===== config.mk =====
export PLATFORM = sky130hd
export DESIGN_NAME = xor_parity_rx
export DESIGN_NICKNAME = d
export VERILOG_FILES = /design/src/rtl/xor_parity_rx.sv
export SDC_FILE = /design/constraint.sdc
export NUM_CORES = 1
export LEC_CHECK = 0
export BUFFER_PORTS_ARGS = -buffer_cell sky130_fd_sc_hd__buf_2
export CORE_MARGIN = 2
export CORE_UTILIZATION = 49
export CTS_CLUSTER_DIAMETER = 50
export DETAILED_ROUTE_END_ITERATION = 7
export PLACE_DENSITY = 0.74
export SKIP_CTS_REPAIR_TIMING = 1
export SLEW_MARGIN = 20
export SYNTH_ARGS = -nofsm -noshare
export SYNTH_HDL_FRONTEND = slang
export SYNTH_SLANG_ARGS = --single-unit

===== constraint.sdc =====
create_clock -name CLK -period 1.7 [get_ports CLK]
set_clock_uncertainty 0.1 [all_clocks]
set_input_delay 0 -clock CLK [delete_from_list [all_inputs] [get_ports CLK]]
set_output_delay 0 -clock CLK [all_outputs]
set_load 0.005 [all_outputs]

===== src/rtl/xor_parity_rx.sv =====
// rtl/xor_parity_rx.sv - LSB-first serial parity receiver with valid/ready word output (optional ERR_CNT under XOR_PARITY_RX_ERRCNT_EN)
module xor_parity_rx #(
    parameter int   DATA_W     = 8,
    parameter logic PARITY_ODD = 1'b0
) (
    input  logic              CLK,
    input  logic              RST_N,
    input  logic              SYNC_CLR,
    input  logic              DIN,
    input  logic              DIN_VALID,
    output logic              DIN_READY,
    output logic [DATA_W-1:0] DOUT,
    output logic              PAR_ERR,
    output logic              DOUT_VALID,
    input  logic              DOUT_READY,
    output logic [7:0]        ERR_CNT
);

    localparam int CNT_W = $clog2(DATA_W);

    typedef enum logic [1:0] {
        S_IDLE,
        S_DATA,
        S_PARITY,
        S_HOLD
    } state_t;

    state_t              r_state;
    state_t              w_state_next;
    logic [DATA_W-1:0]   r_shift;
    logic [CNT_W-1:0]    r_count;
    logic                r_acc;
    logic [DATA_W-1:0]   r_dout;
    logic                r_par_err;
    logic                r_dout_valid;

    logic                w_accept;
    logic                w_last_data;
    logic                w_par_err;

    // The input side stalls only while a finished word waits for the consumer.
    assign DIN_READY   = !r_dout_valid;
    assign w_accept    = DIN_VALID && DIN_READY;
    assign w_last_data = (r_count == CNT_W'(DATA_W - 1));
    assign w_par_err   = r_acc ^ DIN ^ PARITY_ODD;

    assign DOUT       = r_dout;
    assign PAR_ERR    = r_par_err;
    assign DOUT_VALID = r_dout_valid;

    // Frame state register.
    always_ff @(posedge CLK or negedge RST_N) begin
        if (!RST_N) begin
            r_state <= S_IDLE;
        end else begin
            r_state <= w_state_next;
        end
    end

    // Next-state: abort wins over acceptance and over the output handshake.
    always_comb begin
        w_state_next = r_state;
        if (SYNC_CLR) begin
            w_state_next = S_IDLE;
        end else begin
            case (r_state)
                S_IDLE:   if (w_accept) w_state_next = S_DATA;
                S_DATA:   if (w_accept && w_last_data) w_state_next = S_PARITY;
                S_PARITY: if (w_accept) w_state_next = S_HOLD;
                S_HOLD:   if (r_dout_valid && DOUT_READY) w_state_next = S_IDLE;
                default:  w_state_next = S_IDLE;
            endcase
        end
    end

    // Shift, running XOR and output word; DOUT/PAR_ERR survive an abort.
    always_ff @(posedge CLK or negedge RST_N) begin
        if (!RST_N) begin
            r_shift      <= '0;
            r_count      <= '0;
            r_acc        <= 1'b0;
            r_dout       <= '0;
            r_par_err    <= 1'b0;
            r_dout_valid <= 1'b0;
        end else if (SYNC_CLR) begin
            r_shift      <= '0;
            r_count      <= '0;
            r_acc        <= 1'b0;
            r_dout_valid <= 1'b0;
        end else begin
            case (r_state)
                S_IDLE: begin
                    if (w_accept) begin
                        r_shift[0] <= DIN;
                        r_acc      <= DIN;
                        r_count    <= CNT_W'(1);
                    end
                end
                S_DATA: begin
                    if (w_accept) begin
                        r_shift[r_count] <= DIN;
                        r_acc            <= r_acc ^ DIN;
                        if (!w_last_data) begin
                            r_count <= r_count + CNT_W'(1);
                        end
                    end
                end
                S_PARITY: begin
                    if (w_accept) begin
                        r_dout       <= r_shift;
                        r_par_err    <= w_par_err;
                        r_dout_valid <= 1'b1;
                        r_count      <= '0;
                    end
                end
                S_HOLD: begin
                    if (r_dout_valid && DOUT_READY) begin
                        r_dout_valid <= 1'b0;
                    end
                end
                default: begin
                    r_dout_valid <= 1'b0;
                end
            endcase
        end
    end

`ifdef XOR_PARITY_RX_ERRCNT_EN
    logic [7:0] r_err_cnt;

    // Saturating count of bad-parity frames; a clear beats an increment.
    always_ff @(posedge CLK or negedge RST_N) begin
        if (!RST_N) begin
            r_err_cnt <= 8'h00;
        end else if (SYNC_CLR) begin
            r_err_cnt <= 8'h00;
        end else if ((r_state == S_PARITY) && w_accept && w_par_err && (r_err_cnt != 8'hFF)) begin
            r_err_cnt <= r_err_cnt + 8'd1;
        end
    end

    assign ERR_CNT = r_err_cnt;
`else
    assign ERR_CNT = 8'h00;
`endif

endmodule

==> results_dict.tcl, run 1 <==
set metrics [dict create \
    yosysUniqueCellTypes 33 \
    antenna_found_initial 0 \
    area_growth_pct 26.1 \
    worstPathCellList "inv_4, ha_4, nand4b_1, nor3b_2, mux2i_1, nor2_1" \
    overflow 0 \
    fill_cells 227 \
    io_buffer_count 16 \
    fin_ws_ns 0.00965 \
    yosys_warnings 0 \
    yosys.area.top_type "dfrtp_1" \
    critPathTopFamily "simple AND/OR/NAND/NOR gates" \
    syn-instance-count 132 \
    viasPerCell 5.44 \
    p_total_w 0.00196 \
    fin_nets 178 \
    reg2reg_slack_ns 0.01 \
    violations "negative hold slack" \
    worst_pin_slew_ns 0.569 \
    fin_crit_sh_pct 99.4 \
    synthDominantCellAreaShare_pct 43.9 \
    wirelength_um 3010 \
    vias 1066 \
    fin_setup_tns_ns 0 \
    grtUsageTotal_pct 18.6 \
    critPathLaunchType "flip-flop" \
    final_cell_area_sq_mm 0.00172 \
    die_x_um 56.8 \
    n_antenna_cell 0 \
    antenna_left 0 \
    synthFlopType "dfrtp_1" \
    worstPathMaxFanout 5 \
    slew_headroom_pct 62.1 \
    place_area_sq_mm 0.00147 \
    cp.arrival_ns 1.80 \
    power_density_mw_per_mm2 1130 \
    critical_path_class "reg2reg" \
    wl_per_cell_um 15.4 \
    cts_root_buf "clkbuf_4" \
    rows 19 \
    die_area_sq_mm 0.00323 \
    cap_violations 0 \
    ys_async_sr_fraction_pct 100 \
    synth.area.top_cells "dfrtp_1, mux2_4, ha_1, mux2i_1, buf_4" \
    cts_tree "built" \
    die_y_um 56.8 \
    ir_worst_vdd_mv 0.838 \
    drc 0 \
    timing.fmax_mhz 592 \
    wl_met1_um 1280 \
    synth-seq-area-share_pct 43.9 \
    path_buf_inv 1 \
    cts.clk_slew.worst_paths_ns 0.14 \
    coreArea_sq_mm 0.00271 \
    max_stage_delay_ns 0.47 \
    hp-class "in2reg" \
    rsz0062_at_grt "true" \
    grt_pass1_vias 1027 \
    initial_utilization_pct 50.5 \
    synth_common_cells "dfrtp_1, nor2_1, a21oi_1, buf_4, mux2_4" \
    drt_iter0_drc 35 \
    met3WireLength_um 94 \
    holdWs_ns -0.0591 \
    clkLatencyLatePin_ns 0.32 \
    seq_area_sq_um 603 \
    place_ws_ns -0.112 \
    layout-drive-gt1-share_pct 38.2 \
    cts.htree.levels 1 \
    grt_pass1_wl_um 4730 \
    ioPinCount 25 \
    synth_seq_cells 24 \
    wl_met2_um 1590 \
    fin_util_pct 63.6 \
    finalHoldViolations 12 \
    leakagePower_nw 0.830 \
    cts_made_buffers 3 \
    worst_path_max_delay_cell "dfrtp_2" \
    top_layer_used "met4" \
    postSynthAreaPerCell_sq_um 10.4 \
    worstPathRequired_ns 1.81 \
    place_congestion 0.789 \
    finalSetupViolCount 0 \
    period_minus_slack_ns 1.69 \
    grt_max_degree 25 \
    yosysMostFrequentCell "dfrtp_1" \
    drtPass1Iterations 4 \
    synth_area_sq_mm 0.00137 \
    synth_edf_count 0 \
    outcome "finished, violations left" \
    final_max_slew_viol_count 0 \
    clock_sinks 24 \
    endpoint_kind "flip-flop" \
    clockBufferDepth 2 \
    multi_input_area_sq_um 748 \
    hpwl_um 1950 \
]
-- sequential cells by signal, summed over array words and instances, names as in the netlist --
signal,cells
r_acc,1
PAR_ERR,1
DOUT_VALID,1
r_count,3
r_shift,8
DOUT,8
r_state,2
-- kinds of logic (layout without fill, tap and decap cells) --
group	after synthesis	after routing	share of synthesized area (%)
and+or+nand+nor	45	45	18.3
DFF	24	24	43.9
buffers and inverters	21	47	8.69
AOI/OAI and AO/OA	19	19	8.78
muxes	15	15	13.9
adders and majority gates	6	6	5.49
other	1	8	0.274
xor gates and xnor gates	1	1	0.641
-- stage by stage --
| stage | hold WS, ns | std cells |
|---|---|---|
| after global routing | -0.0748 | 196 |
| after detailed placement | -0.0794 | 178 |
| final | -0.0591 | 196 |
| after global placement | -0.0913 | 178 |
| after floorplan | -0.396 | 139 |
| after CTS | -0.439 | 182 |
-- power by group --
group	internal, W	total [W]	switching, W	leakage (nW)
Sequential	0.000644	0.000709	0.0000649	0.326
Combinational	0.000432	0.000827	0.000395	0.476
Clock	0.000238	0.000420	0.000181	0.0279
Total	0.00131	0.00196	0.000641	0.830
-- worst paths after layout --
path,cells past startpoint,end,startpoint
min in group asynchronous,2,DOUT[7]$_DFFE_PN0P_,RST_N
hold reg to reg,1,DOUT[5]$_DFFE_PN0P_,DOUT[5]$_DFFE_PN0P_
setup reg to reg,6,r_shift[3]$_DFFE_PN0P_,r_state[1]$_DFFE_PN0P_
hold / removal,2,r_count[0]$_DFFE_PN0P_,SYNC_CLR
max in group asynchronous,2,r_state[1]$_DFFE_PN0P_,RST_N
setup / recovery,6,r_shift[3]$_DFFE_PN0P_,r_state[1]$_DFFE_PN0P_
-- layout make-up --
cell class	instances	share of cell area (%)
Multi-Input combinational cell	94	43.4
Clock inverter	1	1.74
Clock buffer	3	1.31
Inverter	6	1.45
Tap cell	31	2.25
Sequential cell	24	35.0
Timing Repair Buffer	37	14.9
-- metal layers --
layer | global-route usage [%] | vias up
met5 | 0 | -
met1 | 25.4 | 525
met2 | 31.1 | 21
li1 | - | 514
met3 | 2.76 | 6
met4 | 4.98 | 0
-- cell usage in the layout, fill, tap and decap left out, types with 2 or more instances in the layout --
cell and instances:
or3_1 2, inv_1 4, o211ai_1 5, nand3_1 2, nor2b_1 2, mux2i_1 7
dfrtp_2 2, nand4_1 5, ha_4 3, buf_6 3, nand3b_1 3, buf_2 16
nand2_1 7, a21oi_1 8, dfrtp_1 22, clkbuf_4 3, nor3b_2 3, nor2_1 12
dlygate4sd3_1 3, ha_1 2, conb_1 8, buf_4 15, nand2b_1 2, mux2_4 8
No activity file was read; power rests on OpenSTA's default activity.
==> run 2: changes to the inputs <==
- GPL_TIMING_DRIVEN: default -> 0
==> run 2 against run 1 <==
Compared with the run above:
- the run now ends clean
- combinational power fell by 9.2%
- sequential power decreased by 1%
- first-iteration DRC count decreased by 8.6%
- worst setup slack better by 0.0052 ns
- via count fell by 1.0%
- sequential share of layout area decreased by 0.35 points
- sequential cell count unchanged
- largest cell class unchanged
- highest routed layer unchanged
==> results_dict.tcl, run 2 (synthesis gave the netlist of run 1 again) <==
set metrics [dict create \
    die_x_um 56.8 \
    power_density_mw_per_mm2 1070 \
    timing.fmax_mhz 593 \
    final_cell_area_sq_mm 0.00175 \
    critical_path_class "reg2reg" \
    final_cell_mix "dfrtp_1, buf_2, buf_4, nor2_1" \
    hpwl_um 1840 \
    leakagePower_nw 0.836 \
    drtPass1Iterations 4 \
    place_congestion 0.800 \
    period_minus_slack_ns 1.69 \
    cts.clk_slew.worst_paths_ns 0.14 \
    reg2reg_slack_ns 0.01 \
    cts.htree.levels 1 \
    vias 1055 \
    critical_path.startpoint "r_state[1]$_DFFE_PN0P_" \
    n_antenna_cell 0 \
    cts_root_buf "clkbuf_4" \
    io_buffer_count 16 \
    clockBufferDepth 2 \
    worstPathRequired_ns 1.81 \
    endpoint_kind "flip-flop" \
    grt_max_degree 25 \
    die_y_um 56.8 \
    drc 0 \
    overflow 0 \
    wl_per_cell_um 14.2 \
    outcome "finished, final reports clean" \
    place_area_sq_mm 0.00151 \
    die_area_sq_mm 0.00323 \
    cts_tree "built" \
    area_growth_pct 27.6 \
    grt_pass1_vias 980 \
    rows 19 \
    clkLatencyLatePin_ns 0.32 \
    fin_util_pct 64.4 \
    critPathLaunchType "flip-flop" \
    ff2ff_path_depth 7 \
    r2r-end "r_shift[6]$_DFFE_PN0P_" \
    ir_worst_vdd_mv 0.758 \
    worstPathMaxFanout 5 \
    drt_iter0_drc 32 \
    coreArea_sq_mm 0.00271 \
    viasPerCell 5.25 \
    grtUsageTotal_pct 17.4 \
    holdWs_ns 0.0275 \
    finalHoldViolations 0 \
    fin_setup_tns_ns 0 \
    r2r-start "r_state[1]$_DFFE_PN0P_" \
    finalSetupViolCount 0 \
    wirelength_um 2850 \
    antenna_left 0 \
    fin_crit_sh_pct 99.1 \
    final_common_cell "dfrtp_1" \
    hp-class "in2reg" \
    initial_utilization_pct 50.5 \
    cp.arrival_ns 1.79 \
    clock_sinks 24 \
    ioPinCount 25 \
    cap_violations 0 \
    worst_pin_slew_ns 0.561 \
    final_max_slew_viol_count 0 \
    grt_pass1_wl_um 4450 \
    crit_path_end "r_shift[6]$_DFFE_PN0P_" \
    cts_made_buffers 3 \
    layout-drive-gt1-share_pct 38.2 \
    antenna_found_initial 0 \
    fin_nets 183 \
    slew_headroom_pct 62.6 \
]
==> run 2: per-layer routing <==
metal | vias up | global-route usage (%) | wire (um)
met1 | 503 | 22.3 | 1370
met4 | 0 | 4.98 | 30
met5 | - | 0 | 0
met3 | 4 | 3.00 | 89
li1 | 525 | - | -
met2 | 23 | 30.2 | 1360
==> run 2: worst min-delay path by stage <==
stage	start	to	cells past startpoint
4_1_cts	RST_N	DOUT[3]$_DFFE_PN0P_	1
5_1_grt	DIN_VALID	DOUT_VALID$_DFFE_PN0P_	5
6_report	DIN_VALID	DOUT_VALID$_DFFE_PN0P_	5
3_5_place_dp	RST_N	PAR_ERR$_DFFE_PN0P_	1
2_1_floorplan	RST_N	DOUT[0]$_DFFE_PN0P_	0
3_3_place_gp	RST_N	PAR_ERR$_DFFE_PN0P_	1
==> run 2: final cells by class <==
cell class	count	area [sq um]
Buffer	15	98.8
Clock inverter	1	30.0
Timing Repair Buffer	27	176
Clock buffer	3	22.5
Sequential cell	24	604
Multi-Input combinational cell	94	752
Inverter	6	22.5
Fill cell	228	965
Tap cell	31	38.8
==> run 2: critical path, stage by stage (launching register included) <==
cell and delay (ns):
dfrtp_1 0.42, inv_2 0.11, ha_4 0.16, nand4b_1 0.11, buf_4 0.18, nor3b_2 0.19
mux2i_1 0.25, nor2_1 0.06
==> run 2: power by group <==
part	leakage [nW]	internal, W	switching [W]
sequential	0.324	0.000644	0.0000555
combinational	0.484	0.000370	0.000381
clock	0.0279	0.000238	0.000183
total	0.836	0.00125	0.000619
==> run 2: stage by stage <==
stage          std cells  setup WS [ns]  power [W]
6_report             201         0.0149    0.00187
5_1_grt              201        -0.0332    0.00199
4_1_cts              190         -0.142    0.00169
3_5_place_dp         186         -0.134    0.00127
3_3_place_gp         186        -0.0625    0.00124
2_1_floorplan        139         0.0836    0.00111
